## src/rtl/pu_vec_alu_pkg.sv

```systemverilog
// Shared function codes and saturation-bound helpers for the PU vector ALU.
package pu_vec_alu_pkg;

  localparam logic [1:0] FN_PASS = 2'd0;
  localparam logic [1:0] FN_MUL  = 2'd1;
  localparam logic [1:0] FN_RELU = 2'd2;
  localparam logic [1:0] FN_MAX  = 2'd3;

  function automatic logic signed [63:0] sat_smax(input int w);
    return (64'sd1 <<< (w - 1)) - 64'sd1;
  endfunction

  function automatic logic signed [63:0] sat_smin(input int w);
    return -(64'sd1 <<< (w - 1));
  endfunction

  function automatic logic signed [63:0] sat_umax(input int w);
    return (64'sd1 <<< w) - 64'sd1;
  endfunction

endpackage

```

## src/rtl/pu_vec_alu_lane.sv

```systemverilog
// One accumulator lane: S1 product/shift register, S2 round/saturate and
// running-max accumulator. The S2 result is registered by the top level.
module pu_vec_alu_lane
  import pu_vec_alu_pkg::*;
#(
  parameter int LANE_WIDTH  = 32,
  parameter int IMM_WIDTH   = 16,
  parameter int SHIFT_WIDTH = 6,
  parameter int OUT_WIDTH   = 8
) (
  input  logic                   clk,
  input  logic                   reset,
  input  logic                   i_adv,
  input  logic [LANE_WIDTH-1:0]  i_x,
  input  logic [IMM_WIDTH-1:0]   i_imm,
  input  logic [SHIFT_WIDTH-1:0] i_shift,
  input  logic [1:0]             i_fn,
  input  logic [1:0]             i_s1_fn,
  input  logic [SHIFT_WIDTH-1:0] i_s1_shift,
  input  logic                   i_acc_en,
  input  logic                   i_acc_first,
  input  logic                   i_acc_clr,
  output logic [LANE_WIDTH-1:0]  o_y
);

  localparam int PW = LANE_WIDTH + IMM_WIDTH;
  localparam logic signed [63:0] L_SMAX = sat_smax(OUT_WIDTH);
  localparam logic signed [63:0] L_SMIN = sat_smin(OUT_WIDTH);
  localparam logic signed [63:0] L_UMAX = sat_umax(OUT_WIDTH);

  logic signed [LANE_WIDTH-1:0] w_x;
  logic signed [IMM_WIDTH-1:0]  w_imm;
  logic signed [PW-1:0]         w_prod;
  logic signed [PW-1:0]         r_p;
  logic signed [PW-1:0]         w_half;
  logic signed [PW-1:0]         w_bias;
  logic signed [PW-1:0]         w_sum;
  logic signed [PW-1:0]         w_rnd;
  logic signed [63:0]           w_r64;
  logic signed [LANE_WIDTH-1:0] w_pass;
  logic signed [LANE_WIDTH-1:0] w_sat;
  logic signed [LANE_WIDTH-1:0] w_max;
  logic signed [LANE_WIDTH-1:0] r_acc;

  assign w_x   = i_x;
  assign w_imm = i_imm;

  // PASS/MAX share the S1 register with the product, sign-extended to full width.
  always_comb begin
    if (i_fn == FN_MUL || i_fn == FN_RELU) begin
      w_prod = PW'(w_x) * PW'(w_imm);
    end else begin
      w_prod = PW'(w_x >>> i_shift);
    end
  end

  always_ff @(posedge clk) begin
    if (reset) begin
      r_p <= '0;
    end else if (i_adv) begin
      r_p <= w_prod;
    end
  end

  // Round half away from zero: negative values get one less than the half LSB.
  assign w_half = PW'(1) << (i_s1_shift - SHIFT_WIDTH'(1));
  assign w_bias = (i_s1_shift == '0) ? '0 : (r_p[PW-1] ? w_half - PW'(1) : w_half);
  assign w_sum  = r_p + w_bias;
  assign w_rnd  = w_sum >>> i_s1_shift;
  assign w_r64  = 64'(w_rnd);
  assign w_pass = r_p[LANE_WIDTH-1:0];

  always_comb begin
    w_sat = w_rnd[LANE_WIDTH-1:0];
    if (i_s1_fn == FN_RELU) begin
      if (w_r64 < 64'sd0) begin
        w_sat = '0;
      end else if (w_r64 > L_UMAX) begin
        w_sat = L_UMAX[LANE_WIDTH-1:0];
      end
    end else begin
      if (w_r64 > L_SMAX) begin
        w_sat = L_SMAX[LANE_WIDTH-1:0];
      end else if (w_r64 < L_SMIN) begin
        w_sat = L_SMIN[LANE_WIDTH-1:0];
      end
    end
  end

  assign w_max = (i_acc_first || (w_pass > r_acc)) ? w_pass : r_acc;

  always_ff @(posedge clk) begin
    if (reset || i_acc_clr) begin
      r_acc <= '0;
    end else if (i_acc_en) begin
      r_acc <= w_max;
    end
  end

  always_comb begin
    o_y = w_pass;
    if (i_s1_fn == FN_MUL || i_s1_fn == FN_RELU) begin
      o_y = w_sat;
    end else if (i_s1_fn == FN_MAX) begin
      o_y = w_max;
    end
  end

endmodule

```

## src/rtl/pu_vec_alu.sv

```systemverilog
// PU vector post-processing ALU: handshake, configuration, MAX window
// counter and busy tracking around NUM_LANES independent lane datapaths.
module pu_vec_alu
  import pu_vec_alu_pkg::*;
#(
  parameter int NUM_LANES   = 2,
  parameter int LANE_WIDTH  = 32,
  parameter int IMM_WIDTH   = 16,
  parameter int SHIFT_WIDTH = 6,
  parameter int OUT_WIDTH   = 8,
  parameter int POOL_WIDTH  = 4
) (
  input  logic                            clk,
  input  logic                            reset,
  input  logic                            cfg_v,
  input  logic [1:0]                      cfg_fn,
  input  logic [IMM_WIDTH-1:0]            cfg_imm,
  input  logic [SHIFT_WIDTH-1:0]          cfg_shift,
  input  logic [POOL_WIDTH-1:0]           cfg_pool,
  output logic                            cfg_err,
  input  logic                            in_valid,
  output logic                            in_ready,
  input  logic [NUM_LANES*LANE_WIDTH-1:0] in_data,
  output logic                            out_valid,
  input  logic                            out_ready,
  output logic [NUM_LANES*LANE_WIDTH-1:0] out_data,
  output logic                            busy
);

  logic [1:0]                      r_fn;
  logic [IMM_WIDTH-1:0]            r_imm;
  logic [SHIFT_WIDTH-1:0]          r_shift;
  logic [POOL_WIDTH-1:0]           r_pool;
  logic                            r_cfg_err;
  logic [POOL_WIDTH-1:0]           r_cnt;
  logic                            r_s1_valid;
  logic [1:0]                      r_s1_fn;
  logic [SHIFT_WIDTH-1:0]          r_s1_shift;
  logic                            r_s1_first;
  logic                            r_s1_last;
  logic                            r_out_valid;
  logic [NUM_LANES*LANE_WIDTH-1:0] r_out_data;

  logic                            w_adv;
  logic                            w_accept;
  logic                            w_busy;
  logic                            w_cfg_load;
  logic [POOL_WIDTH-1:0]           w_pool_eff;
  logic                            w_first;
  logic                            w_last;
  logic                            w_emit;
  logic                            w_acc_en;
  logic [NUM_LANES*LANE_WIDTH-1:0] w_lane_y;

  assign w_adv      = !r_out_valid || out_ready;
  assign w_accept   = in_valid && w_adv;
  assign w_busy     = r_s1_valid || r_out_valid || (r_cnt != '0);
  assign w_cfg_load = cfg_v && !w_busy;
  assign w_pool_eff = (r_pool == '0) ? POOL_WIDTH'(1) : r_pool;
  assign w_first    = (r_cnt == '0);
  assign w_last     = (r_cnt == w_pool_eff - POOL_WIDTH'(1));
  // Only the last word of a MAX window leaves the pipeline as an output.
  assign w_emit     = r_s1_valid && ((r_s1_fn != FN_MAX) || r_s1_last);
  assign w_acc_en   = r_s1_valid && w_adv && (r_s1_fn == FN_MAX);

  always_ff @(posedge clk) begin
    if (reset) begin
      r_fn    <= FN_PASS;
      r_imm   <= IMM_WIDTH'(1);
      r_shift <= '0;
      r_pool  <= POOL_WIDTH'(1);
    end else if (w_cfg_load) begin
      r_fn    <= cfg_fn;
      r_imm   <= cfg_imm;
      r_shift <= cfg_shift;
      r_pool  <= cfg_pool;
    end
  end

  always_ff @(posedge clk) begin
    if (reset) begin
      r_cfg_err <= 1'b0;
    end else begin
      r_cfg_err <= cfg_v && w_busy;
    end
  end

  always_ff @(posedge clk) begin
    if (reset || w_cfg_load) begin
      r_cnt <= '0;
    end else if (w_accept && (r_fn == FN_MAX)) begin
      r_cnt <= w_last ? '0 : r_cnt + POOL_WIDTH'(1);
    end
  end

  // Function and shift travel with the word so a config load cannot alter S2.
  always_ff @(posedge clk) begin
    if (reset) begin
      r_s1_valid <= 1'b0;
      r_s1_fn    <= FN_PASS;
      r_s1_shift <= '0;
      r_s1_first <= 1'b0;
      r_s1_last  <= 1'b0;
    end else if (w_adv) begin
      r_s1_valid <= in_valid;
      r_s1_fn    <= r_fn;
      r_s1_shift <= r_shift;
      r_s1_first <= w_first;
      r_s1_last  <= w_last;
    end
  end

  always_ff @(posedge clk) begin
    if (reset) begin
      r_out_valid <= 1'b0;
      r_out_data  <= '0;
    end else if (w_adv) begin
      r_out_valid <= w_emit;
      if (w_emit) begin
        r_out_data <= w_lane_y;
      end
    end
  end

  generate
    for (genvar gi = 0; gi < NUM_LANES; gi++) begin : g_lane
      pu_vec_alu_lane #(
        .LANE_WIDTH (LANE_WIDTH),
        .IMM_WIDTH  (IMM_WIDTH),
        .SHIFT_WIDTH(SHIFT_WIDTH),
        .OUT_WIDTH  (OUT_WIDTH)
      ) u_lane (
        .clk        (clk),
        .reset      (reset),
        .i_adv      (w_adv),
        .i_x        (in_data[gi*LANE_WIDTH +: LANE_WIDTH]),
        .i_imm      (r_imm),
        .i_shift    (r_shift),
        .i_fn       (r_fn),
        .i_s1_fn    (r_s1_fn),
        .i_s1_shift (r_s1_shift),
        .i_acc_en   (w_acc_en),
        .i_acc_first(r_s1_first),
        .i_acc_clr  (w_cfg_load),
        .o_y        (w_lane_y[gi*LANE_WIDTH +: LANE_WIDTH])
      );
    end
  endgenerate

  assign in_ready  = w_adv;
  assign out_valid = r_out_valid;
  assign out_data  = r_out_data;
  assign busy      = w_busy;
  assign cfg_err   = r_cfg_err;

endmodule

```

## config.mk

```make
export PLATFORM = sky130hd
export DESIGN_NAME = pu_vec_alu
export DESIGN_NICKNAME = d
export VERILOG_FILES = /design/src/rtl/pu_vec_alu_pkg.sv /design/src/rtl/pu_vec_alu_lane.sv /design/src/rtl/pu_vec_alu.sv
export SDC_FILE = /design/constraint.sdc
export NUM_CORES = 2
export LEC_CHECK = 0
export CORE_UTILIZATION = 25
export CTS_BUF_LIST = sky130_fd_sc_hd__clkbuf_4 sky130_fd_sc_hd__clkbuf_8 sky130_fd_sc_hd__clkbuf_16
export CTS_CLUSTER_DIAMETER = 100
export CTS_CLUSTER_SIZE = 10
export DETAILED_ROUTE_END_ITERATION = 12
export PLACE_DENSITY = 0.46
export SYNTH_ARGS = -nofsm -noshare
export SYNTH_HDL_FRONTEND = slang
export SYNTH_SLANG_ARGS = --single-unit
export TNS_END_PERCENT = 30
```

## constraint.sdc

```tcl
create_clock -name clk -period 10.3 [get_ports clk]
set_input_delay 3.09 -clock clk [delete_from_list [all_inputs] [get_ports clk]]
set_output_delay 3.09 -clock clk [all_outputs]
set_load 0.02 [all_outputs]
```

; ---- Yosys cells after proc, flatten, opt, wreduce, memory -nomap -nowiden
; Index checks and enable logic that the tools add are counted.
[word_totals]
regBits = 269
out_inout_bits = 68
elab_cells = 95
[op_classes]
n_addsub = 6
n_mul = 2
n_lt_le_gt_ge = 10
n_eq_ne = 8
shifts = 5
mux = 24
reduce_logical = 23
[ops]
columns = cell, n
row1 = 2-to-1 mux 32 bit, 16
row2 = 2-to-1 mux 48 bit, 6
row3 = adder 48 bit, 2
row4 = "greater-than comparator 48 x 8 -> 1 bit, second input constant", 2
row5 = "greater-than comparator 48 x 9 -> 1 bit, second input constant", 2
row6 = "< comparator 48 x 1 -> 1 bit, second input constant", 2
row7 = "< comparator 48 x 8 -> 1 bit, second input constant", 2
row8 = multiplier 32 x 16 -> 48 bit, 2
row9 = >>> shifter 32 x 6 -> 48 bit, 2
row10 = >>> shifter 48 x 6 -> 48 bit, 2
row11 = greater-than comparator 32 bit, 2
row12 = "<< shifter 1 x 6 -> 48 bit, first input constant", 1
row13 = "subtractor 48 x 1 -> 48 bit, second input constant", 1
row14 = logical OR 1 bit, 9
row15 = "equality test 2 bit, second input constant", 4
row16 = zero test 4 bit, 2
row17 = 2-to-1 mux 4 bit, 2
row18 = logical AND 1 bit, 7
row19 = zero test 6 bit, 1
row20 = "subtractor 6 x 1 -> 6 bit, second input constant", 1
row21 = "adder 4 x 1 -> 4 bit, second input constant", 1
row22 = "equality test 2 x 1 -> 1 bit, second input constant", 2
row23 = equality test 4 bit, 1
row24 = nonzero test 4 bit, 1
row25 = other kinds (4), 5

; ---- Logic depth before layout (Yosys ltp)
[depth]
ltp_word = 12
ltp_mapped = 36
ltp_nobuf = 31

; ---- Modules after synthesis
; A second synthesis with hierarchy kept.
[hier_totals]
hier_cells = 9104
hier_area_um2 = 70497.6
[by_module_without_submodules]
columns = mod, instances, cells_per_inst, area_each_um2, seq_area_each_um2
row1 = pu_vec_alu_lane (g_lane[0].u_lane), 1, 4369, 33535.9, 1601.5
row2 = pu_vec_alu_lane (g_lane[1].u_lane), 1, 4227, 32970.4, 1601.5
row3 = pu_vec_alu, 1, 508, 3991.3, 2182.1

; ---- Worst setup path after synthesis
; OpenSTA, ideal clock, no wires.
[synth_path]
path_kind = in2reg
startpoint = input in_data[54]
endpoint = register g_lane[1].u_lane.r_p[47]
setup_time_ps = 116
arrival_ps = 10372
path_slack_ps = -189
cell_stages = 29
n_path_buf = 2
cell_sequence = clkbuf_1 > clkbuf_1 > nand2_1 > fa_1 > inv_1 > fa_1 > inv_1 > fa_1 > fa_1 > fa_1 > inv_1 > fa_1 > ha_1 > a21o_1 > a21o_1 > a21oi_1 > nand2_1 > a2bb2oi_1 > a31oi_1 > a211o_1 > nand3_1 > o41ai_1 > o21ai_0 > o41a_1 > a41o_1 > o41ai_1 > xnor2_1 > a211oi_1 > a31o_2
[synth_between]
elab_chain_len = 2
elab_cells_between_ends = 3
cone_classes = 1 x mul / 1 x shift / 1 x mux
[synth_lines]
columns = element, line_no
row1 = start: declaration, pu_vec_alu.sv:23  ; input logic [NUM_LANES*LANE_WIDTH-1:0] in_data,
row2 = multiplier 32 x 16 -> 48 bit or >>> shifter 32 x 6 -> 48 bit (tied branches), "pu_vec_alu_lane.sv:51, pu_vec_alu_lane.sv:53"
row3 = 2-to-1 mux 48 bit *, pu_vec_alu_lane.sv:50  ; if (i_fn == FN_MUL || i_fn == FN_RELU) begin
row4 = end signal: assignment, pu_vec_alu_lane.sv:61  ; r_p <= w_prod;
row5 = end: declaration, pu_vec_alu_lane.sv:34  ; logic signed [PW-1:0] r_p;
; Mark *: on every way between the ends. The rest lies on a longest branch, timed or not.
; A chain may end at the register's enable or synchronous reset.

; ---- Worst setup path in the final report
[layout_path]
startpoint = input in_data[41]
endpoint = register g_lane[1].u_lane.r_p[47]
; The elaborated chain is that of the path after synthesis.

==> results.py <==
metrics = {
    "status": {
        "status": "finished clean",
    },
    "synthesis": {
        "ys.flop_type": "dfxtp_1",
        "syn_nets": 10031,
        "synth_edf_count": 0,
        "synthCells": 8567,
        "synth_cell_type_count": 114,
        "syn_area_mm2": 0.0679,
        "ys_ff_latch": 269,
        "synth_top_area_share": 0.287,
        "ys_async_sr_fraction": 0,
        "avgSynthCellArea_um2": 7.93,
        "synthTopCellsByArea": "fa_1 (29%), dfxtp_1 (7.9%), ha_1 (7.2%)",
        "yosysWarnings": 0,
        "yosysSeqAreaShare": 0.0793,
        "yosysTopAreaCell": "fa_1",
    },
    "drt": {
        "ant_nets": 0,
        "drcViolationCount": 0,
        "drt_first_pass_iters": 6,
        "wirelength_mm": 289,
        "vias": 63210,
        "avgRoutedWirePerCell_um": 23.6,
        "vias_per_cell": 5.17,
        "dr.first_iter.drc_count": 5533,
    },
    "layout": {
        "design_area_mm2": 0.0773,
        "fin_util": 0.286,
        "stdcell_count": 12235,
        "drive_gt1_frac": 0.102,
        "area_growth_pct": 13.8,
        "num-nets-final": 10112,
    },
    "timing": {
        "setup_viol": 0,
        "tightest_slew_ns": 1.25,
        "finClkSkew_ns": 0.0455,
        "hold_violations": 0,
        "rsz0062_at_grt": "true",
        "min_period_ns": 10.12,
        "finalWorstSetupSlack_ns": 0.181,
        "period_share": 0.982,
        "clock.fmax_ghz": 0.0988,
        "max_slew_margin": 0.160,
        "drv_slew": 0,
    },
    "critical_path": {
        "cp_slowest_stage_delay_ns": 0.58,
        "crit_slowest_cell": "fa_1",
        "cp-end-kind": "flip-flop",
        "worstPathMaxFanout": 6,
        "worstPathArrival_ns": 10.63,
        "cpMostUsedCell": "fa_1",
        "cp.required_ns": 10.81,
        "crit_type": "input pin to flip-flop",
        "rrSetupSlack_ns": 0.67,
        "critPathLaunchType": "input pin",
    },
    "die": {
        "floorplan.initialDensity": 0.251,
        "num_rows": 191,
        "dieWidth_um": 523,
        "coreArea_mm2": 0.271,
        "die_area_mm2": 0.274,
        "io_pins": 165,
        "die_y_um": 523,
    },
    "cts": {
        "clk_path_buf_depth": 3,
        "cts_tree": "yes",
        "cts_root_buf": "clkbuf_16",
        "cts_num_sinks": 269,
        "clock_latency_ns": 0.64,
        "clk_pin_slew_ns": 0.06,
        "cts_made_buffers": 36,
        "htreeDepth": 2,
        "hold_buffers": 0,
    },
    "min_path": {
        "hold_path_class": "flip-flop to flip-flop",
    },
    "place": {
        "hpwlAfterDp_mm": 237,
        "pre_cts_ws_ns": -0.754,
        "gp_congestion": 0.967,
        "postPlaceCellArea_mm2": 0.0756,
        "numPortBuffers": 164,
        "dp.cells": 12163,
    },
    "global_routing": {
        "track_usage": 0.208,
        "grt_pass1_wl_mm": 430,
        "grt-ovfl-total": 0,
        "grt_pass1_vias": 63616,
        "grt_max_degree": 131,
        "antenna_found_initial": 15,
    },
    "pwr": {
        "p_switching_mw": 7.73,
        "p_clk_frac": 0.087,
        "total_power_mw": 14.4,
        "switching_share": 0.536,
        "power.density_mw_per_mm2": 187,
        "power_leakage_nw": 32.4,
        "power_frac_seq": 0.105,
        "power_frac_comb": 0.808,
        "internal-power_mw": 6.68,
        "peakVddDrop_mv": 0.191,
    },
    "run": {
        "max-cap-violations": 0,
    },
}
## power groups by stage
stage	combinational [mW]	clock (mW)	sequential [mW]
2_1_floorplan	7.09	0	1.32
3_3_place_gp	11.3	0	1.53
3_5_place_dp	11.3	0	1.53
4_1_cts	11.4	1.30	1.51
5_1_grt	12.8	1.34	1.52
6_report	11.6	1.26	1.51
## final timing paths
kind	start	to	depth (start not counted)
max reg2reg	r_s1_shift[4]$_SDFFE_PP0N_	out_data[1]$_SDFFE_PP0P_	32
min reg2reg	r_s1_last$_SDFFE_PP0N_	r_s1_last$_SDFFE_PP0N_	2
min	r_s1_last$_SDFFE_PP0N_	r_s1_last$_SDFFE_PP0N_	2
max	in_data[41]	g_lane[1].u_lane.r_p[47]$_SDFFE_PP0N_	29
## cell families after synthesis
kind of cell | synth area share
flops | 0.0793
simple gates | 0.194
fa+ha+maj | 0.359
xor+xnor | 0.0246
mux | 0.0731
buf+inv | 0.0967
compound gates | 0.173
## metal layers
layer	vias up	track usage	share of wire
li1	28641	-	-
met1	31917	0.288	0.45
met2	2267	0.331	0.45
met3	377	0.0274	0.061
met4	8	0.0747	0.040
met5	-	0	0.00017
## layout make-up
class	count	area [um^2]
fillers	29298	193000
multi-input cells	6558	56400
repair buffers	646	5610
flip-flops and latches	269	5440
well taps	3570	4470
inverters	1137	4270
clock buffers	39	930
clock inverters	12	196
diodes	4	10.0
## metrics by stage
step                setup TNS, ns  hold slack [ns]
floorplan                       0            0.446
global placement            -7.26            0.460
detailed placement          -7.07            0.468
CTS                             0            0.481
global route              -0.0643            0.508
finish                          0            0.480
## state kept, by name (all words and copies together) (netlist names)
register	cells
g_lane.u_lane.r_p	96
g_lane.u_lane.r_acc	64
out_data	64
r_imm	16
r_s1_shift	6
r_shift	6
r_cnt	4
r_pool	4
r_fn	2
r_s1_fn	2
cfg_err	1
out_valid	1
r_s1_first	1
r_s1_last	1
r_s1_valid	1
## critical path: cells and delay by family
kind                       cells  cell delay [ns]
adders and majority gates      7             3.29
buffers and inverters          5             0.93
AOI/OAI and AO/OA             13             2.84
xor gates and xnor gates       1             0.18
and+or+nand+nor                3             0.26
## placed cells by master (no fill, tap or decap), types with 124 or more instances in the layout
master / count
a211oi_1: 146
xnor2_1: 124
fa_1: 965
nor3_1: 151
dfxtp_1: 241
nor2_1: 584
mux2i_1: 217
clkdlybuf4s50_1: 142
nand2_1: 1199
a21o_1: 124
inv_1: 1122
buf_4: 449
a21oi_1: 531
and2_1: 374
ha_1: 385
o21ai_0: 315
## synth_stat cells, drive strengths merged (12+ instances only)
| master | n |
|---|---|
| nand2 | 1204 |
| inv | 1132 |
| fa | 974 |
| nor2 | 588 |
| a21oi | 540 |
| clkbuf | 515 |
| ha | 393 |
| and2 | 377 |
| o21ai | 342 |
| dfxtp | 269 |
| mux2i | 217 |
| nor3 | 155 |
| a211oi | 153 |
| xnor2 | 126 |
| a21o | 124 |
| nand2b | 103 |
| nand3 | 102 |
| mux4 | 89 |
| buf | 88 |
| o211ai | 71 |
| mux2 | 70 |
| nand4 | 66 |
| a31oi | 64 |
| xor2 | 61 |
| o21a | 59 |
| and3 | 57 |
| o21bai | 43 |
| nor4 | 41 |
| or3 | 41 |
| nor2b | 35 |
| a22oi | 29 |
| o31ai | 29 |
| o22ai | 28 |
| a311oi | 27 |
| a211o | 24 |
| or2 | 21 |
| a221oi | 20 |
| a2111oi | 19 |
| o221ai | 17 |
| o311ai | 17 |
| a21boi | 14 |
| a22o | 14 |
| o211a | 14 |
| and4 | 13 |
| o31a | 12 |
## what timing repair did
action | in CTS | in global routing
endpoints found under the setup margin | 3 | 14
buffers inserted | 0 | 17
cloned | 0 | 1
resized for setup | 6 | 103
pin swaps | 0 | 60
Note: power is estimated with default switching activity, not from simulation.
